### src/rtl/mdr_pkg.sv
// Shared constants and types for the memory data register unit.
package mdr_pkg;

  localparam int MDR_DATA_W   = 32;
  localparam int MDR_ADDR_W   = 9;
  localparam int MDR_TIMEOUT  = 15;
  localparam int MDR_TO_CNT_W = $clog2(MDR_TIMEOUT + 1);

  typedef enum logic [1:0] {
    IDLE    = 2'd0,
    RD_WAIT = 2'd1,
    WR_WAIT = 2'd2
  } mdr_state_t;

endpackage

### src/rtl/mdr_reg.sv
// Memory data register: a single word selected from the CPU bus or memory read data.
module mdr_reg
  import mdr_pkg::*;
#(
  parameter int DATA_W = MDR_DATA_W
) (
  input  logic              clk_i,
  input  logic              rst_n_i,
  input  logic              load_i,
  input  logic              sel_mem_i,
  input  logic [DATA_W-1:0] bus_i,
  input  logic [DATA_W-1:0] mem_i,
  output logic [DATA_W-1:0] q_o
);

  logic [DATA_W-1:0] q_q, q_d;

  always_comb begin
    q_d = q_q;
    if (load_i) q_d = sel_mem_i ? mem_i : bus_i;
  end

  always_ff @(posedge clk_i or negedge rst_n_i) begin
    if (!rst_n_i) q_q <= '0;
    else          q_q <= q_d;
  end

  assign q_o = q_q;

endmodule

### src/rtl/mdr_mem_unit.sv
// MDR plus single-word req/ack memory handshake engine.
// Define MDR_TIMEOUT_EN to abort transactions that see no ack within TIMEOUT cycles.
module mdr_mem_unit
  import mdr_pkg::*;
#(
  parameter int DATA_W  = MDR_DATA_W,
  parameter int ADDR_W  = MDR_ADDR_W
`ifdef MDR_TIMEOUT_EN
  ,
  parameter int TIMEOUT = MDR_TIMEOUT
`endif
) (
  input  logic              clock,
  input  logic              clear_n,
  input  logic [DATA_W-1:0] bus_in,
  input  logic              mdr_in,
  input  logic [ADDR_W-1:0] addr_in,
  input  logic              start_rd,
  input  logic              start_wr,
  input  logic              err_clr,
  output logic [DATA_W-1:0] mdr_out,
  output logic              busy,
  output logic              done,
  output logic              timeout_err,
  output logic              mem_req,
  output logic              mem_we,
  output logic [ADDR_W-1:0] mem_addr,
  output logic [DATA_W-1:0] mem_wdata,
  input  logic              mem_ack,
  input  logic [DATA_W-1:0] mem_rdata,
  output logic [1:0]        dbg_state
);

  mdr_state_t        state_q, state_d;
  logic [ADDR_W-1:0] addr_q, addr_d;
  logic              req_q, req_d;
  logic              we_q, we_d;
  logic              busy_q, busy_d;
  logic              done_q, done_d;
  logic              terr_q, terr_d;
  logic              mdr_load, mdr_sel_mem;
  logic              timeout_hit;

`ifdef MDR_TIMEOUT_EN
  localparam int CNT_W = $clog2(TIMEOUT + 1);
  logic [CNT_W-1:0] cnt_q;

  // Counter sits at zero in IDLE, so every start begins a fresh count.
  always_ff @(posedge clock or negedge clear_n) begin
    if (!clear_n)              cnt_q <= '0;
    else if (state_q == IDLE)  cnt_q <= '0;
    else                       cnt_q <= cnt_q + 1'b1;
  end

  assign timeout_hit = (state_q != IDLE) && (cnt_q == CNT_W'(TIMEOUT - 1));
`else
  assign timeout_hit = 1'b0;
`endif

  always_comb begin
    state_d     = state_q;
    addr_d      = addr_q;
    req_d       = req_q;
    we_d        = we_q;
    busy_d      = busy_q;
    done_d      = 1'b0;
    terr_d      = err_clr ? 1'b0 : terr_q;
    mdr_load    = 1'b0;
    mdr_sel_mem = 1'b0;
    case (state_q)
      IDLE: begin
        mdr_load = mdr_in;
        if (start_rd || start_wr) begin
          addr_d  = addr_in;
          we_d    = !start_rd;
          req_d   = 1'b1;
          busy_d  = 1'b1;
          state_d = start_rd ? RD_WAIT : WR_WAIT;
        end
      end
      RD_WAIT, WR_WAIT: begin
        // An ack on the last allowed cycle still counts as success.
        if (mem_ack) begin
          req_d       = 1'b0;
          busy_d      = 1'b0;
          done_d      = 1'b1;
          state_d     = IDLE;
          mdr_load    = (state_q == RD_WAIT);
          mdr_sel_mem = 1'b1;
        end else if (timeout_hit) begin
          req_d   = 1'b0;
          busy_d  = 1'b0;
          terr_d  = 1'b1;
          state_d = IDLE;
        end
      end
      default: state_d = IDLE;
    endcase
  end

  always_ff @(posedge clock or negedge clear_n) begin
    if (!clear_n) begin
      state_q <= IDLE;
      addr_q  <= '0;
      req_q   <= 1'b0;
      we_q    <= 1'b0;
      busy_q  <= 1'b0;
      done_q  <= 1'b0;
      terr_q  <= 1'b0;
    end else begin
      state_q <= state_d;
      addr_q  <= addr_d;
      req_q   <= req_d;
      we_q    <= we_d;
      busy_q  <= busy_d;
      done_q  <= done_d;
      terr_q  <= terr_d;
    end
  end

  mdr_reg #(.DATA_W(DATA_W)) u_mdr (
    .clk_i    (clock),
    .rst_n_i  (clear_n),
    .load_i   (mdr_load),
    .sel_mem_i(mdr_sel_mem),
    .bus_i    (bus_in),
    .mem_i    (mem_rdata),
    .q_o      (mdr_out)
  );

  assign mem_wdata = mdr_out;
  assign mem_req   = req_q;
  assign mem_we    = we_q;
  assign mem_addr  = addr_q;
  assign busy      = busy_q;
  assign done      = done_q;
  assign dbg_state = state_q;
`ifdef MDR_TIMEOUT_EN
  assign timeout_err = terr_q;
`else
  assign timeout_err = 1'b0;
`endif

endmodule
### config.mk
export PLATFORM = sky130hd
export DESIGN_NAME = mdr_mem_unit
export DESIGN_NICKNAME = d
export VERILOG_FILES = /design/src/rtl/mdr_pkg.sv /design/src/rtl/mdr_reg.sv /design/src/rtl/mdr_mem_unit.sv
export SDC_FILE = /design/constraint.sdc
export NUM_CORES = 1
export LEC_CHECK = 0
export ABC_AREA = 1
export BUFFER_PORTS_ARGS = -buffer_cell sky130_fd_sc_hd__buf_2
export CAP_MARGIN = 5
export CELL_PAD_IN_SITES_DETAIL_PLACEMENT = 2
export CELL_PAD_IN_SITES_GLOBAL_PLACEMENT = 2
export CORE_AREA = 4 4 117 108
export DETAILED_ROUTE_END_ITERATION = 8
export DIE_AREA = 0 0 121 112
export PLACE_DENSITY = 0.92
export SETUP_SLACK_MARGIN = 0.5
export SYNTH_ARGS = -nofsm -noshare
export SYNTH_HDL_FRONTEND = slang
export SYNTH_SLANG_ARGS = --single-unit
### constraint.sdc
create_clock -name clock -period 3.52 [get_ports clock]
set_clock_uncertainty 0.15 [all_clocks]
set_input_delay 0 -clock clock [delete_from_list [all_inputs] [get_ports clock]]
set_output_delay 0 -clock clock [all_outputs]
set_load 0.02 [all_outputs]
==> results of run 1 <==
[stage by stage]
step	total power [mW]	cells	utilization	setup slack, ps	cell area (um2)
2_1_floorplan	2.43	347	-	1870	2480
3_3_place_gp	2.80	615	0.277	1640	3140
3_5_place_dp	2.93	615	0.277	1500	3140
4_1_cts	3.70	698	0.358	946	4060
5_1_grt	4.03	698	0.358	711	4060
6_report	3.73	698	0.358	934	4060
[logic make-up (layout without fill, tap and decap cells)]
logic type / count (synthesis) / count (layout) / share of synthesized area
compound gates: 2 / 2 / 0.00554
fa+ha+maj: 3 / 3 / 0.0151
simple gates: 239 / 239 / 0.366
buf+inv: 56 / 251 / 0.149
flops: 46 / 46 / 0.463
other cells: 1 / 1 / 0.00151
[worst max-delay path, cell delays in order, from the launching register on]
cell,delay (ps)
dfrtp_1,430
inv_1,60
ha_1,340
nand2_2,80
inv_2,500
nand2_1,160
nand2_1,90
dlygate4sd3_1,570
nand2_1,60
nand2_1,80
[worst min path at each step]
stage | startpoint | end | slack, ps
floorplan | clear_n | busy | -450
global placement | addr_in[5] | mem_addr[5] | 50
detailed placement | addr_in[6] | mem_addr[6] | 60
CTS | start_wr | busy | 20
global route | start_wr | busy | 50
finish | start_wr | mem_addr[4] | 30
[state kept, by name, indices dropped and copies added (netlist names)]
signal and count:
busy 1, dbg_state 2, done 1, mem_addr 9
mem_we 1, u_mdr.q_o 32
[power by group through the flow]
stage          Combinational (mW)  Sequential (mW)  Clock, mW
2_1_floorplan                1.16             1.27          0
3_3_place_gp                 1.84            0.963          0
3_5_place_dp                 1.94            0.984          0
4_1_cts                      2.16            0.981      0.563
5_1_grt                      2.40             1.04      0.596
6_report                     2.19            0.991      0.546
[cell type report]
class	instances	area [um2]	area share
inverters	9	33.8	0.00832
repair buffers	234	1550	0.382
flip-flops and latches	46	1150	0.283
well taps	156	195	0.0481
multi-input cells	245	963	0.237
clock inverters	2	37.5	0.00924
clock buffers	6	129	0.0317
[per-layer routing]
layer	wire (um)	vias to the layer above	part of all wire	GRT usage
li1	-	1385	-	-
met1	4390	1457	0.38	0.185
met2	6480	99	0.56	0.347
met3	640	6	0.055	0.0366
met4	42	2	0.0036	0.0204
met5	13	-	0.0011	0
[cells in the mapped netlist (all sizes together)]
master  number  area, um2
nand2      234        883
buf         47        335
dfrtp       46       1150
inv          8       30.0
ha           3       37.5
nand3        3       15.0
o21ai        2       13.8
clkinv       1       3.75
conb         1       3.75
nand4        1       6.26
nor2         1       3.75
==> impl_results.md, run 1 <==
- Status: finished, final reports clean
- Critical path origin: dbg_state[0]
- Worst R2R Path Depth: 9
- Internal: 1.87 mW
- Commonest non-fill, non-tap cell in the layout: nand2_1
- Hold-fix buffers, CTS: 75
- Syn Area/Cell: 7.16 um2
- Clk_lat worst skew: 280 ps
- First-pass GRT wire length: 18600 um
- All-Layer GR Usage: 0.172
- Final Max Slew Viols: 0
- WHS: 25.9 ps
- Critical-path maximum fanout: 33
- Fillers: 1322
- Sequential share of power: 0.266
- Port bufs: 157
- Comb pwr share: 0.588
- Final Hold Viols: 0
- Fin crit period: 2590 ps
- Post-DR vias/cell: 4.22
- Switching portion of total power: 0.497
- Die Ht: 112 um
- Yosys cell types: 15
- Commonest cells after routing, fill and taps aside: nand2_1, buf_2, dlygate4sd3_1
- Initial DRC Count: 71
- Diode count: 0
- Root Driver: clkbuf_16
- Crit path DAT: 2660 ps
- Final Wtd Congestion: 0.696
- Endpoints failing setup: 0
- Worst r2r src: dbg_state[0]
- R2R setup slack: 930 ps
- Post-CTS Setup Bufs: 0
- Achievable frequency: 0.387 GHz
- Post-route ant nets: 0
- IO Count: 160
- Leak: 2.38 nW
- Core area: 11300 um2
- RSZ-0062 raised after global routing: no
- CP endpoint kind: flop
- Starting density of the core: 0.219
- # H-tree levels: 2
- Post-cts resize count: 0
- CP Class: reg2reg
- DP HPWL: 6890 um
- Layout net count: 624
- Setup_tns: 0 ps
- Cells after Synth: 347
- Yosys warning count: 0
- Tcrit/Tclk final: 0.735
- Sw power: 1.85 mW
- Measured slew at the worst slew-check pin: 1080 ps
- Clock share of power: 0.147
- Gr ovfl total: 0
- Residual DRC: 0
- Critical Path End: u_mdr.q_o[11]
- Syn_nets: 430
- Pin count of the biggest net entering global routing: 47
- Worst R2R End: u_mdr.q_o[11]
- Die W: 121 um
- Max cap viols: 0
- Register bit total from synthesis: 46
- Sequential fraction of the synthesis area: 0.463
- Worst-case clock buffer depth: 2
- CTS tree: done
- WP data required: 3590 ps
- First-pass DRT Iterations: 4
- Placement row count: 37
- DR WL/cell: 16.6 um
- Vias in the first global route: 3516
- Mapped Area: 2480 um2
- CTS Buf Count: 5
- Pwr per Cell Area: 917 nW/um2
- Clk sinks: 46
- Share of layout cells above drive strength 1: 0.315
- Max-slew headroom: 0.280
- HP Class: in2reg
- Max VDD drop: 0.240 mV
- CP Launch Type: flop
- Worst-path clk slew: 70 ps
- Area growth syn-to-layout: 63.5%
- Cell depth of the worst hold path: 4
- Post-Route WL: 11600 um
- Die Area: 13600 um2
- Via Count: 2949
- Initial antenna violation count: 1
Power figures use the tool's default switching activity.
==> run 2: changes to the inputs <==
Settings changed: ABC_AREA 1 to 0, CORE_AREA 4 4 117 108 to 4 4 111 102, DIE_AREA 0 0 121 112 to 0 0 115 106, PLACE_DENSITY 0.92 to 0.88.
Clock period 3.52 ns to 2.6 ns, I/O delays scaled along.
==> run 2 against run 1 <==
- synthesized cell count down 47%
- area after synthesis did not move
- hold slack better by 7.9 ps
- utilization grew 4.4 points
- via count decreased by 25%
- non-clock buffer count is 2 higher
- largest power group unchanged
- clock-buffer cell count is 1 higher
- global-route usage is 1.6 points lower
- routed wire length shrank 16%
- die area shrank 10%
- fmax grew 28%
- power grew 34%
==> impl_results.md, run 2 <==
- Status: finished, final reports clean
- Initial DRC Count: 62
- Diode count: 0
- Pin count of the biggest net entering global routing: 47
- Mapped Area: 2480 um2
- Share of layout cells above drive strength 1: 0.626
- Post-Route WL: 9740 um
- Measured slew at the worst slew-check pin: 1080 ps
- Clk_lat worst skew: 280 ps
- Worst r2r src: dbg_state[1]
- Top post-synthesis cells by area: dfrtp_1, mux2_2, buf_4
- Met2 Use GR: 0.305
- Final worst slack: 586 ps
- CTS tree: done
- All-Layer GR Usage: 0.156
- Max-slew headroom: 0.282
- Endpoints failing setup: 0
- Critical-path maximum fanout: 17
- R2R setup slack: 590 ps
- CTS Buf Count: 5
- GR Layer Usage met3: 0.0438
- Achievable frequency: 0.496 GHz
- Register bit total from synthesis: 46
- Top post-synthesis cells by count: mux2_2, dfrtp_1, buf_4, mux2_4, o21ai_0
- WP data required: 2620 ps
- Die Area: 12200 um2
- Final Max Slew Viols: 0
- CP endpoint kind: flop
- Post-CTS Setup Bufs: 0
- Starting density of the core: 0.244
- Synth Flop Type: dfrtp_1
- Yosys cell types: 21
- Initial antenna violation count: 0
- First-pass GRT wire length: 14800 um
- Post-DR vias/cell: 4.27
- IO Count: 160
- Pwr per Cell Area: 1220 nW/um2
- Commonest cells after routing, fill and taps aside: buf_2, dlygate4sd3_1, mux2_2
- Critical path origin: dbg_state[1]
- CP Launch Type: flop
- Clk sinks: 46
- Max cap viols: 0
- Placement Setup Slack: 402 ps
- Biggest area consumer among synthesized cells: dfrtp_1
- CP Class: reg2reg
- Share of the synthesized area in the top cell type: 0.463
- Layout net count: 470
- Final Wtd Congestion: 0.738
- Worst-path clk slew: 60 ps
- Number of synthesized flops with an enable pin: 0
- Gr ovfl total: 0
- Core area: 10200 um2
- Worst R2R Path Depth: 5
- Internal: 2.78 mW
- Clock share of power: 0.145
- Sw power: 2.22 mW
- Cells after Synth: 184
- Switching portion of total power: 0.444
- Largest register FFs: 32
- Placed inst area: 3130 um2
- Finished Cell Area: 4090 um2
- Syn_nets: 267
- Worst R2R End: u_mdr.q_o[23]
- RSZ-0062 raised after global routing: no
- Post-synthesis async set-or-reset flop share: 1.00
- Commonest non-fill, non-tap cell in the layout: buf_2
- Worst-case clock buffer depth: 2
- Most used standard cell by instance count after synthesis: mux2_2
- Critical Path End: u_mdr.q_o[23]
- First-pass DRT Iterations: 3
- Area growth syn-to-layout: 64.6%
- DR WL/cell: 18.8 um
- Sequential share of power: 0.273
- Fin crit period: 2010 ps
- HP Class: in2reg
- Root Driver: clkbuf_16
- Comb pwr share: 0.581
- Max VDD drop: 0.491 mV
- Fillers: 1047
- Sequential fraction of the synthesis area: 0.463
- # H-tree levels: 2
- Via Count: 2207
- Die Ht: 106 um
- Syn Area/Cell: 13.5 um2
- Post-route ant nets: 0
- GR peak layer: met2
- Tcrit/Tclk final: 0.775
- M1 GR Usage: 0.163
- Vias in the first global route: 2623
- Residual DRC: 0
- Setup_tns: 0 ps
- Yosys warning count: 0
- Leak: 1.98 nW
- Crit path DAT: 2030 ps
- DP HPWL: 5670 um
- Final Hold Viols: 0
- Die W: 115 um
- Port bufs: 157
- Placement row count: 35
-- run 2: cell count changes after synthesis, sizes merged, moves of 2 or more --
cell and delta:
buf -6, inv -4, nand3 -3, or2b +2
mux2 +73, o21ai +3, nand2 -231
-- run 2: layer usage --
metal / wire, um / vias up
li1: - / 1006
met1: 3620 / 1079
met2: 5220 / 114
met3: 827 / 8
met4: 76 / 0
met5: 0 / -
-- run 2: cells by family after synthesis --
logic type / Yosys count / synth area share
compound gates: 9 / 0.0232
fa+ha+maj: 3 / 0.0151
buf+inv: 45 / 0.135
flops: 46 / 0.463
mux: 73 / 0.340
other cells: 1 / 0.00151
simple gates: 7 / 0.0217
-- run 2: power by group through the flow --
stage	sequential (mW)	clock [mW]	combinational, mW
6_report	1.37	0.727	2.90
4_1_cts	1.36	0.752	2.83
5_1_grt	1.42	0.799	3.10
3_3_place_gp	1.33	0	2.65
3_5_place_dp	1.36	0	2.73
2_1_floorplan	1.78	0	1.74
-- run 2: how the worst min path moves through the flow --
stage | start | endpoint | slack, ps | depth (start not counted)
6_report | mem_ack | done | 30 | 3
5_1_grt | mem_ack | done | 50 | 3
4_1_cts | mem_ack | busy | 40 | 4
3_5_place_dp | addr_in[2] | mem_addr[2] | 90 | 2
3_3_place_gp | addr_in[2] | mem_addr[2] | 80 | 2
2_1_floorplan | clear_n | busy | -450 | 0
-- run 2: critical path, cell delays in order, from the launching register on --
cell     delay, ps
dfrtp_1        400
inv_1          110
ha_2           370
nand2_8        200
mux2_2         360
mux2_1         290
-- run 2: cell type report --
class	count	area [um2]	area share
Timing Repair Buffer	236	1570	0.384
Multi-Input combinational cell	94	1030	0.252
Sequential cell	46	1150	0.282
Tap cell	129	161	0.0395
Clock inverter	1	30.0	0.00735
Clock buffer	7	133	0.0324
Inverter	4	15.0	0.00367
-- run 2: timing repair --
| action | 4_1_cts | 5_1_grt |
|---|---|---|
| gates cloned | 0 | 1 |
| hold endpoints to repair | 91 | 0 |
| pin swaps | 1 | 1 |
| hold buffers | 76 | 0 |
| endpoints found under the setup margin | 32 | 32 |
| gates resized for setup | 1 | 2 |
-- run 2: stage by stage --
stage,hold WS (ps),power (mW),utilization,std cells
after detailed placement,88.6,4.09,0.308,432
after floorplan,-446,3.52,-,184
final,33.7,4.99,0.402,517
after global placement,80.6,3.98,0.308,432
after global routing,50.3,5.32,0.402,517
after CTS,37.1,4.94,0.400,516
==> run 3: changes to the inputs <==
Settings changed: ABC_AREA 0 to 1, CORE_AREA 4 4 111 102 to 4 4 120 111, DIE_AREA 0 0 115 106 to 0 0 124 115.
Clock period 2.6 ns to 1.9 ns, I/O delays scaled along.
==> run 3 against run 2 <==
- non-clock buffer count is 15 higher
- fmax is 29% higher
- via count is 37% higher
- final area rose by 10%
- sequential share of layout area down 2.6 points
- register-to-register slack got worse by 250 ps
- combinational power increased by 58%
- largest cell class unchanged
- flip-flop and latch count stayed put
- die area increased by 17%
- global-route usage grew 1.2 points
- highest routed layer unchanged
==> impl_results.md, run 3 (synthesis gave the netlist of run 1 again) <==
- Crit-path slowest cell: dfrtp_2
- Critical-path maximum fanout: 7
- Pwr per Cell Area: 1640 nW/um2
- Fillers: 1362
- Fin crit period: 1560 ps
- Vias in the first global route: 3466
- Final Wtd Congestion: 0.680
- Largest register FFs: 32
- CP endpoint kind: flop
- Critical path origin: dbg_state[0]
- Die Area: 14300 um2
- Via Count: 3015
- Initial DRC Count: 50
- Placement Setup Slack: 236 ps
- CTS tree: done
- Commonest cells after routing, fill and taps aside: nand2_1, buf_2, dlygate4sd3_1
- Tcrit/Tclk final: 0.823
- Clk sinks: 46
- Final worst slack: 336 ps
- All-Layer GR Usage: 0.168
- Post-route ant nets: 0
- Comb pwr share: 0.618
- Leak: 2.55 nW
- Hold path start: start_wr
- Core area: 11900 um2
- Port bufs: 157
- Gr ovfl total: 0
- Max-slew headroom: 0.613
- Endpoints failing setup: 0
- Crit path DAT: 1590 ps
- Area growth syn-to-layout: 81.9%
- HP Class: in2reg
- Worst R2R Path Depth: 8
- Max cap viols: 0
- Starting density of the core: 0.208
- Post-DR vias/cell: 4.19
- Max VDD drop: 0.487 mV
- Sequential share of power: 0.247
- Crit path max-delay family: flip-flops
- Internal: 3.80 mW
- Achievable frequency: 0.639 GHz
- Worst r2r src: dbg_state[0]
- Die W: 124 um
- Hold path endpoint: mem_addr[4]
- First-pass DRT Iterations: 4
- Crit path buffers/inverters: 2
- DR WL/cell: 16.9 um
- Measured slew at the worst slew-check pin: 580 ps
- RSZ-0062 raised after global routing: yes
- Placement row count: 38
- Peak per-stage delay on the critical path: 410 ps
- Clock share of power: 0.135
- Post-Route WL: 12200 um
- IO Count: 160
- Sw power: 3.61 mW
- Pin count of the biggest net entering global routing: 34
- Die Ht: 115 um
- Final Max Slew Viols: 0
- Worst-case clock buffer depth: 2
- Setup_tns: 0 ps
- Diode count: 0
- Cell count after placement: 625
- Critical-path cell list: inv_2, ha_4, nand2_8, clkbuf_16, nand2_4, nand2_2, nand2_2, nand2_1
- Post-Layout Cell Count: 719
- Clk_lat worst skew: 280 ps
- Commonest non-fill, non-tap cell in the layout: nand2_1
- Worst R2R End: u_mdr.q_o[14]
- # H-tree levels: 2
- Status: finished, final reports clean
- CP Class: reg2reg
- Layout net count: 641
- R2R setup slack: 340 ps
- Residual DRC: 0
- CTS Buf Count: 5
- WP data required: 1930 ps
- Worst-path clk slew: 60 ps
- Critical path's most frequent cell: nand2_2
- First-pass GRT wire length: 18400 um
- Share of layout cells above drive strength 1: 0.390
- DP HPWL: 7020 um
- Switching portion of total power: 0.487
- Root Driver: clkbuf_16
- Cell depth of the worst hold path: 5
- Initial antenna violation count: 0
- CP Launch Type: flop
- Final Hold Viols: 0
-- run 3: final cells by class --
cell class	count	area, um2	share of cell area
multi-input cells	245	1100	0.244
inverters	9	61.3	0.0136
clock inverters	1	30.0	0.00665
repair buffers	251	1840	0.407
well taps	160	200	0.0443
clock buffers	7	133	0.0294
flip-flops and latches	46	1150	0.255
-- run 3: power by group through the flow --
stage | Sequential, mW | Clock, mW | Combinational (mW)
after CTS | 1.82 | 1.03 | 4.24
after global placement | 1.81 | 0 | 3.56
final | 1.83 | 1.00 | 4.58
after global routing | 1.91 | 1.09 | 5.00
after detailed placement | 1.84 | 0 | 3.69
after floorplan | 2.36 | 0 | 2.24
-- run 3: repair_timing --
action / 4_1_cts / 5_1_grt
hold buffers: 75 / 0
endpoints found under the setup margin: 43 / 35
cloned: 2 / 2
pin swaps: 2 / 17
gates resized for setup: 26 / 37
hold endpoints to repair: 91 / 0
setup buffers: 5 / 2
-- run 3: worst max path at each step --
stage                          to  slack [ps]  cells after the start
floorplan            u_mdr.q_o[0]         450                      9
global placement    u_mdr.q_o[16]         340                      8
detailed placement  u_mdr.q_o[25]         240                      8
CTS                 u_mdr.q_o[11]         380                      8
global route        u_mdr.q_o[14]         260                      8
finish              u_mdr.q_o[14]         340                      8
-- run 3: per-stage QoR --
step | hold slack (ps) | utilization | total power [mW] | area, um2
6_report | 11.8 | 0.378 | 7.41 | 4520
3_3_place_gp | -123 | 0.271 | 5.37 | 3230
2_1_floorplan | -446 | - | 4.60 | 2520
5_1_grt | 53.9 | 0.378 | 8.00 | 4520
4_1_cts | -6.37 | 0.362 | 7.09 | 4320
3_5_place_dp | -111 | 0.271 | 5.53 | 3230
-- run 3: worst reg2reg max path, cell delays in order (launching register included) --
cell and delay, ps:
dfrtp_2 410, inv_2 60, ha_4 290, nand2_8 120, clkbuf_16 210, nand2_4 80, nand2_2 50, nand2_2 60
nand2_1 50
-- run 3: metal layers --
layer | wire [um] | global-route usage
met4 | 135 | 0.0438
met3 | 538 | 0.0344
met2 | 6900 | 0.333
met5 | 0 | 0
met1 | 4580 | 0.179
